--- src/rtl/dispatch_pkg.sv ---
// Shared types and constants for the dispatch stage between decode and the
// ALU / MEM / BR issue queues.
package dispatch_pkg;

  localparam int ROB_DEPTH_DEFAULT = 16;

  localparam logic [6:0] OP_IMM    = 7'b0010011;
  localparam logic [6:0] OP_LUI    = 7'b0110111;
  localparam logic [6:0] OP_REG    = 7'b0110011;
  localparam logic [6:0] OP_LOAD   = 7'b0000011;
  localparam logic [6:0] OP_STORE  = 7'b0100011;
  localparam logic [6:0] OP_BRANCH = 7'b1100011;
  localparam logic [6:0] OP_JALR   = 7'b1100111;

  // Decoded instruction bundle as produced by the decoder, plus its pc.
  typedef struct packed {
    logic [4:0]  rs1;
    logic [4:0]  rs2;
    logic [4:0]  rd;
    logic [2:0]  alu_op;
    logic [6:0]  opcode;
    logic [2:0]  func3;
    logic [6:0]  func7;
    logic        fu_alu;
    logic        fu_mem;
    logic        fu_br;
    logic [31:0] pc;
  } dec_bundle_t;

  typedef enum logic [1:0] {
    FU_NONE = 2'd0,
    FU_ALU  = 2'd1,
    FU_MEM  = 2'd2,
    FU_BR   = 2'd3
  } fu_class_e;

  // Stores and branches also carry fu_alu (address / compare work), so the
  // more specific unit wins: MEM first, then BR, then plain ALU.
  function automatic fu_class_e classify(input dec_bundle_t b);
    fu_class_e c;
    if (b.fu_mem)      c = FU_MEM;
    else if (b.fu_br)  c = FU_BR;
    else if (b.fu_alu) c = FU_ALU;
    else               c = FU_NONE;
    return c;
  endfunction

endpackage

--- src/rtl/dispatch_fifo2.sv ---
// Two-entry circular buffer holding decoded bundles ahead of dispatch.
// The head entry is always visible on head_data; flush empties it at once.
module dispatch_fifo2 #(
  parameter int W = 8
) (
  input  logic         clk,
  input  logic         rst_n,
  input  logic         push,
  input  logic [W-1:0] push_data,
  input  logic         pop,
  input  logic         flush,
  output logic [W-1:0] head_data,
  output logic [1:0]   count
);

  logic [W-1:0] mem_q [2];
  logic [W-1:0] mem_d [2];
  logic         head_q, head_d;
  logic         tail_q, tail_d;
  logic [1:0]   count_q, count_d;
  logic         do_push;
  logic         do_pop;

  // Next-state for storage, pointers and occupancy; flush overrides everything.
  always_comb begin
    do_push = push && (count_q != 2'd2);
    do_pop  = pop && (count_q != 2'd0);
    mem_d   = mem_q;
    head_d  = head_q;
    tail_d  = tail_q;
    count_d = count_q;
    if (flush) begin
      head_d  = 1'b0;
      tail_d  = 1'b0;
      count_d = 2'd0;
    end else begin
      if (do_push) begin
        mem_d[tail_q] = push_data;
        tail_d        = ~tail_q;
      end
      if (do_pop) begin
        head_d = ~head_q;
      end
      count_d = count_q + {1'b0, do_push} - {1'b0, do_pop};
    end
  end

  // State registers; reset drops any buffered entries.
  always_ff @(posedge clk or negedge rst_n) begin
    if (!rst_n) begin
      mem_q[0] <= '0;
      mem_q[1] <= '0;
      head_q   <= 1'b0;
      tail_q   <= 1'b0;
      count_q  <= 2'd0;
    end else begin
      mem_q[0] <= mem_d[0];
      mem_q[1] <= mem_d[1];
      head_q   <= head_d;
      tail_q   <= tail_d;
      count_q  <= count_d;
    end
  end

  assign head_data = mem_q[head_q];
  assign count     = count_q;

endmodule

--- src/rtl/dispatch_router.sv ---
// Routes the head of a 2-entry decode buffer to exactly one of the ALU, MEM
// or BR issue queues, stamping it with the current ROB tag. Entries with no
// FU flag are dropped with a one-cycle illegal pulse and consume no tag.
module dispatch_router
  import dispatch_pkg::*;
#(
  parameter int ROB_DEPTH = ROB_DEPTH_DEFAULT,
  parameter int TAG_W     = $clog2(ROB_DEPTH)
) (
  input  logic              clk,
  input  logic              rst_n,
  input  logic              in_valid,
  output logic              in_ready,
  input  dec_bundle_t       in_bundle,
  input  logic              rob_ready,
  output logic              alu_valid,
  output logic              mem_valid,
  output logic              br_valid,
  input  logic              alu_ready,
  input  logic              mem_ready,
  input  logic              br_ready,
  output dec_bundle_t       out_bundle,
  output logic [TAG_W-1:0]  out_tag,
  input  logic              flush,
  input  logic [TAG_W-1:0]  flush_tag,
  output logic              illegal
);

  localparam logic [TAG_W-1:0] TAG_LAST = TAG_W'(ROB_DEPTH - 1);

  logic [$bits(dec_bundle_t)-1:0] head_raw;
  dec_bundle_t      head_bundle;
  logic [1:0]       fifo_count;
  fu_class_e        head_class;
  logic             has_head;
  logic             dispatch_ok;
  logic             push;
  logic             pop;
  logic             fire;
  logic             drop;
  logic [TAG_W-1:0] tag_q, tag_d;
  logic             illegal_q, illegal_d;
  logic             alive_q, alive_d;

  dispatch_fifo2 #(
    .W ($bits(dec_bundle_t))
  ) u_fifo (
    .clk       (clk),
    .rst_n     (rst_n),
    .push      (push),
    .push_data (in_bundle),
    .pop       (pop),
    .flush     (flush),
    .head_data (head_raw),
    .count     (fifo_count)
  );

  assign head_bundle = dec_bundle_t'(head_raw);
  assign head_class  = classify(head_bundle);
  assign has_head    = (fifo_count != 2'd0);

  // alive_q keeps in_ready low while reset is held; in_ready depends only on
  // registered state and flush, never on the downstream ready signals.
  assign in_ready = alive_q && (fifo_count != 2'd2) && !flush;
  assign push     = in_valid && in_ready;

  assign dispatch_ok = has_head && rob_ready && !flush;
  assign alu_valid   = dispatch_ok && (head_class == FU_ALU);
  assign mem_valid   = dispatch_ok && (head_class == FU_MEM);
  assign br_valid    = dispatch_ok && (head_class == FU_BR);

  assign fire = (alu_valid && alu_ready) || (mem_valid && mem_ready) ||
                (br_valid && br_ready);
  assign drop = has_head && (head_class == FU_NONE) && !flush;
  assign pop  = fire || drop;

  assign out_bundle = head_bundle;
  assign out_tag    = tag_q;
  assign illegal    = illegal_q;

  // Tag allocation: flush reloads, each real dispatch advances modulo ROB_DEPTH.
  always_comb begin
    tag_d     = tag_q;
    illegal_d = drop;
    alive_d   = 1'b1;
    if (flush) begin
      tag_d = flush_tag;
    end else if (fire) begin
      tag_d = (tag_q == TAG_LAST) ? '0 : tag_q + TAG_W'(1);
    end
  end

  // Registered tag counter, illegal pulse and post-reset enable.
  always_ff @(posedge clk or negedge rst_n) begin
    if (!rst_n) begin
      tag_q     <= '0;
      illegal_q <= 1'b0;
      alive_q   <= 1'b0;
    end else begin
      tag_q     <= tag_d;
      illegal_q <= illegal_d;
      alive_q   <= alive_d;
    end
  end

endmodule

--- config.mk ---
export PLATFORM = sky130hd
export DESIGN_NAME = dispatch_router
export DESIGN_NICKNAME = d
export VERILOG_FILES = /design/src/rtl/dispatch_pkg.sv /design/src/rtl/dispatch_fifo2.sv /design/src/rtl/dispatch_router.sv
export SDC_FILE = /design/constraint.sdc
export NUM_CORES = 1
export LEC_CHECK = 0
export BUFFER_PORTS_ARGS = -buffer_cell sky130_fd_sc_hd__clkbuf_2
export CAP_MARGIN = 30
export CORE_MARGIN = 4
export CORE_UTILIZATION = 50
export CTS_CLUSTER_DIAMETER = 30
export DETAILED_ROUTE_END_ITERATION = 10
export GPL_TIMING_DRIVEN = 0
export PLACE_DENSITY = 0.75
export SYNTH_ARGS = -nofsm -noshare
export SYNTH_HDL_FRONTEND = slang
export SYNTH_SLANG_ARGS = --single-unit
--- constraint.sdc ---
create_clock -name clk -period 4.05 [get_ports clk]
set_clock_uncertainty 0.05 [all_clocks]
set_input_delay 0.2025 -clock clk [delete_from_list [all_inputs] [get_ports clk]]
set_output_delay 0.2025 -clock clk [all_outputs]
set_load 0.03 [all_outputs]
==> results.tsv <==
metric	value	unit
die_x	124	um
gr-usage-met3	5.90	%
clockBufferDepth	2	
ys_async_sr_fraction	100	%
drc	0	
ant_nets	0	
crit_path_start_kind	flip-flop	
worst-path-buf-inv	4	
fin_tns_setup	0	ns
drv_cap	0	
start_util	50.9	%
switching_share	33.3	%
path_cells	buf_6, clkbuf_1, buf_2, mux2_2, clkbuf_2	
cp-end-kind	primary output	
clock-root-buffer	clkbuf_16	
io_pins	161	
die_area	15400	sq um
viasPerCell	5.12	
slowest_delay	0.44	ns
period_needed	2.55	ns
antenna_cells	0	
cts_inserted_buffers	17	
holdWs	0.0582	ns
synthDistinctLibCells	42	
grtUsageTotal	20.3	%
cts_setup_buffers	0	
grt_pass1_wl	24.0	mm
worstSetupPathType	reg2out	
clockPowerShare	28.5	%
core_area	13200	sq um
area_growth_syn_to_layout	36.0	%
seqPwrFrac	39.3	%
netlist_area	6720	sq um
ir_worst_vdd	0.369	mV
vias	4534	
p_int	3850	uW
firstDrtPassIters	4	
first_global_vias	4935	
final_cell_mix	clkbuf_2 (159), dfrtp_1 (150), mux2_2 (107), mux2_1 (107), dlygate4sd3_1 (74)	
ys_ff_latch	150	
crit_arrival	2.30	ns
outcome	finished, final reports clean	
syn-num-nets	528	
required	3.80	ns
syn_inst	443	
path_depth	5	
overflow	0	
clk_latency	0.42	ns
synth-main-ff-cell	dfrtp_1	
worstPathMaxFanout	10	
busiest_layer	met2	
hold_path_class	in2reg	
rsz0062_at_grt	false	
use_met2	34.8	%
port_buffers	160	
drt_wl_total	15.1	mm
final_common_cell	clkbuf_2	
use_met1	24.6	%
finalCritPeriodShare	63.1	%
syn_area_per_cell	15.2	sq um
routedWlPerCell	17.1	um
die_y	124	um
synth_edf_count	0	
hold_viol_final	0	
synthTopCellsByArea	dfrtp_1 (56%), mux2_1 (18%), mux2_2 (18%)	
clkTransAtPathRegs	0.06	ns
power_density	631	nW/um^2
nets	782	
cts_resized	0	
cts_hold_buffers	74	
antenna_found_initial	0	
slew_headroom	62.2	%
rr_worst_depth	10	
leakage	0.00429	uW
synth_top_area_share	55.9	%
gp_congestion	0.739	
crit_path_top_delay_cell	clkbuf_1	
htree_levels	4	
dpl.hpwl	10.3	mm
fmax	392	MHz
drv_slew	0	
drive_gt1_share	46.8	%
yosys_warnings	0	
hold_depth	3	
grt_max_degree	83	
cts_sinks	150	
yosysTopAreaCell	dfrtp_1	
rows	42	
finalSetupViolations	0	
power_frac_comb	32.2	%
cts_tree	built	
fillerInstances	897	
yosysSeqAreaShare	55.9	%
worst_pin_slew	0.567	ns
switching_power	1920	uW
drt_iter0_markers	192	
cpLargestDelayFamily	buffers and inverters	
==> worst register-to-register path, cell delays in order (launching register included) <==
cell      delay (ns)
dfrtp_1         0.34
buf_6           0.13
clkbuf_1        0.44
a21oi_1         0.16
nor3b_2         0.29
or2_1           0.15
ha_1            0.22
inv_1           0.06
ha_1            0.16
xnor2_1         0.12
nor2_1          0.07
==> state kept, by name, summed over array words and instances, names as in the netlist <==
| name | cells |
|---|---|
| u_fifo.mem_q | 140 |
| out_tag | 4 |
| u_fifo.count | 2 |
| alive_q | 1 |
| illegal | 1 |
| u_fifo.head_q | 1 |
| u_fifo.tail_q | 1 |
==> synth_stat cells, drive strengths merged (2+ instances only) <==
cell	n
clkbuf	2
nand3b	2
ha	3
o21ai	3
a41oi	2
and3	2
dfrtp	150
mux2	214
buf	22
a31oi	2
nor2	7
nand2	4
nor2b	2
a21oi	3
inv	5
nor3	3
==> metal layers <==
| metal | vias to the layer above | part of all wire [%] |
|---|---|---|
| met3 | 23 | 6.1 |
| met5 | - | 0 |
| met2 | 131 | 50 |
| met1 | 2283 | 42 |
| met4 | 0 | 1.6 |
| li1 | 2097 | - |
==> final cells by class <==
class	instances	area, sq um	share of cell area (%)
clock inverters	12	176	1.93
well taps	176	220	2.41
multi-input cells	264	2810	30.7
clock buffers	20	447	4.89
repair buffers	235	1580	17.3
plain buffers	24	141	1.55
flip-flops and latches	150	3750	41.1
inverters	5	18.8	0.205
==> per-stage QoR <==
step / util [%] / cells / total power, uW / setup WS, ns / cell area, sq um
after floorplan: - / 443 / 3550 / 1.96 / 6720
after global placement: 58.7 / 779 / 3990 / 0.359 / 7740
after detailed placement: 59.0 / 780 / 4100 / 1.74 / 7780
after CTS: 69.3 / 886 / 5820 / 1.45 / 9140
after global routing: 69.3 / 886 / 6070 / 1.36 / 9140
final: 69.3 / 886 / 5770 / 1.50 / 9140
==> path summary, 6_finish.rpt <==
path,startpoint,to,slack (ns)
worst max register to register,u_fifo.head_q,u_fifo.count[1],1.75
min in group asynchronous,rst_n,u_fifo.mem_q[14],0.30
worst max-delay path,u_fifo.head_q,out_bundle[57],1.50
max in group asynchronous,rst_n,u_fifo.mem_q[110],2.87
worst min register to register,u_fifo.mem_q[100],u_fifo.mem_q[100],0.43
worst min-delay path,flush_tag[2],out_tag[2],0.06
==> power groups by stage <==
| stage | sequential, uW | clock (uW) | combinational, uW |
|---|---|---|---|
| 6_report | 2270 | 1640 | 1860 |
| 3_3_place_gp | 2230 | 0 | 1750 |
| 5_1_grt | 2330 | 1750 | 1990 |
| 4_1_cts | 2270 | 1680 | 1880 |
| 2_1_floorplan | 2200 | 0 | 1350 |
| 3_5_place_dp | 2290 | 0 | 1810 |
==> cell families (layout without fill, tap and decap cells) <==
group,count (synthesis),count (layout),synth area share [%]
multiplexers,215,215,36.0
flip-flops,150,150,55.9
buffers and inverters,29,296,2.38
AND/OR/NAND/NOR,27,27,2.72
AO/OA/AOI/OAI,16,16,2.16
adder cells (fa/ha/maj),3,3,0.559
XOR/XNOR,2,2,0.261
other,1,1,0.0558
(Power assumes the default switching activity.)
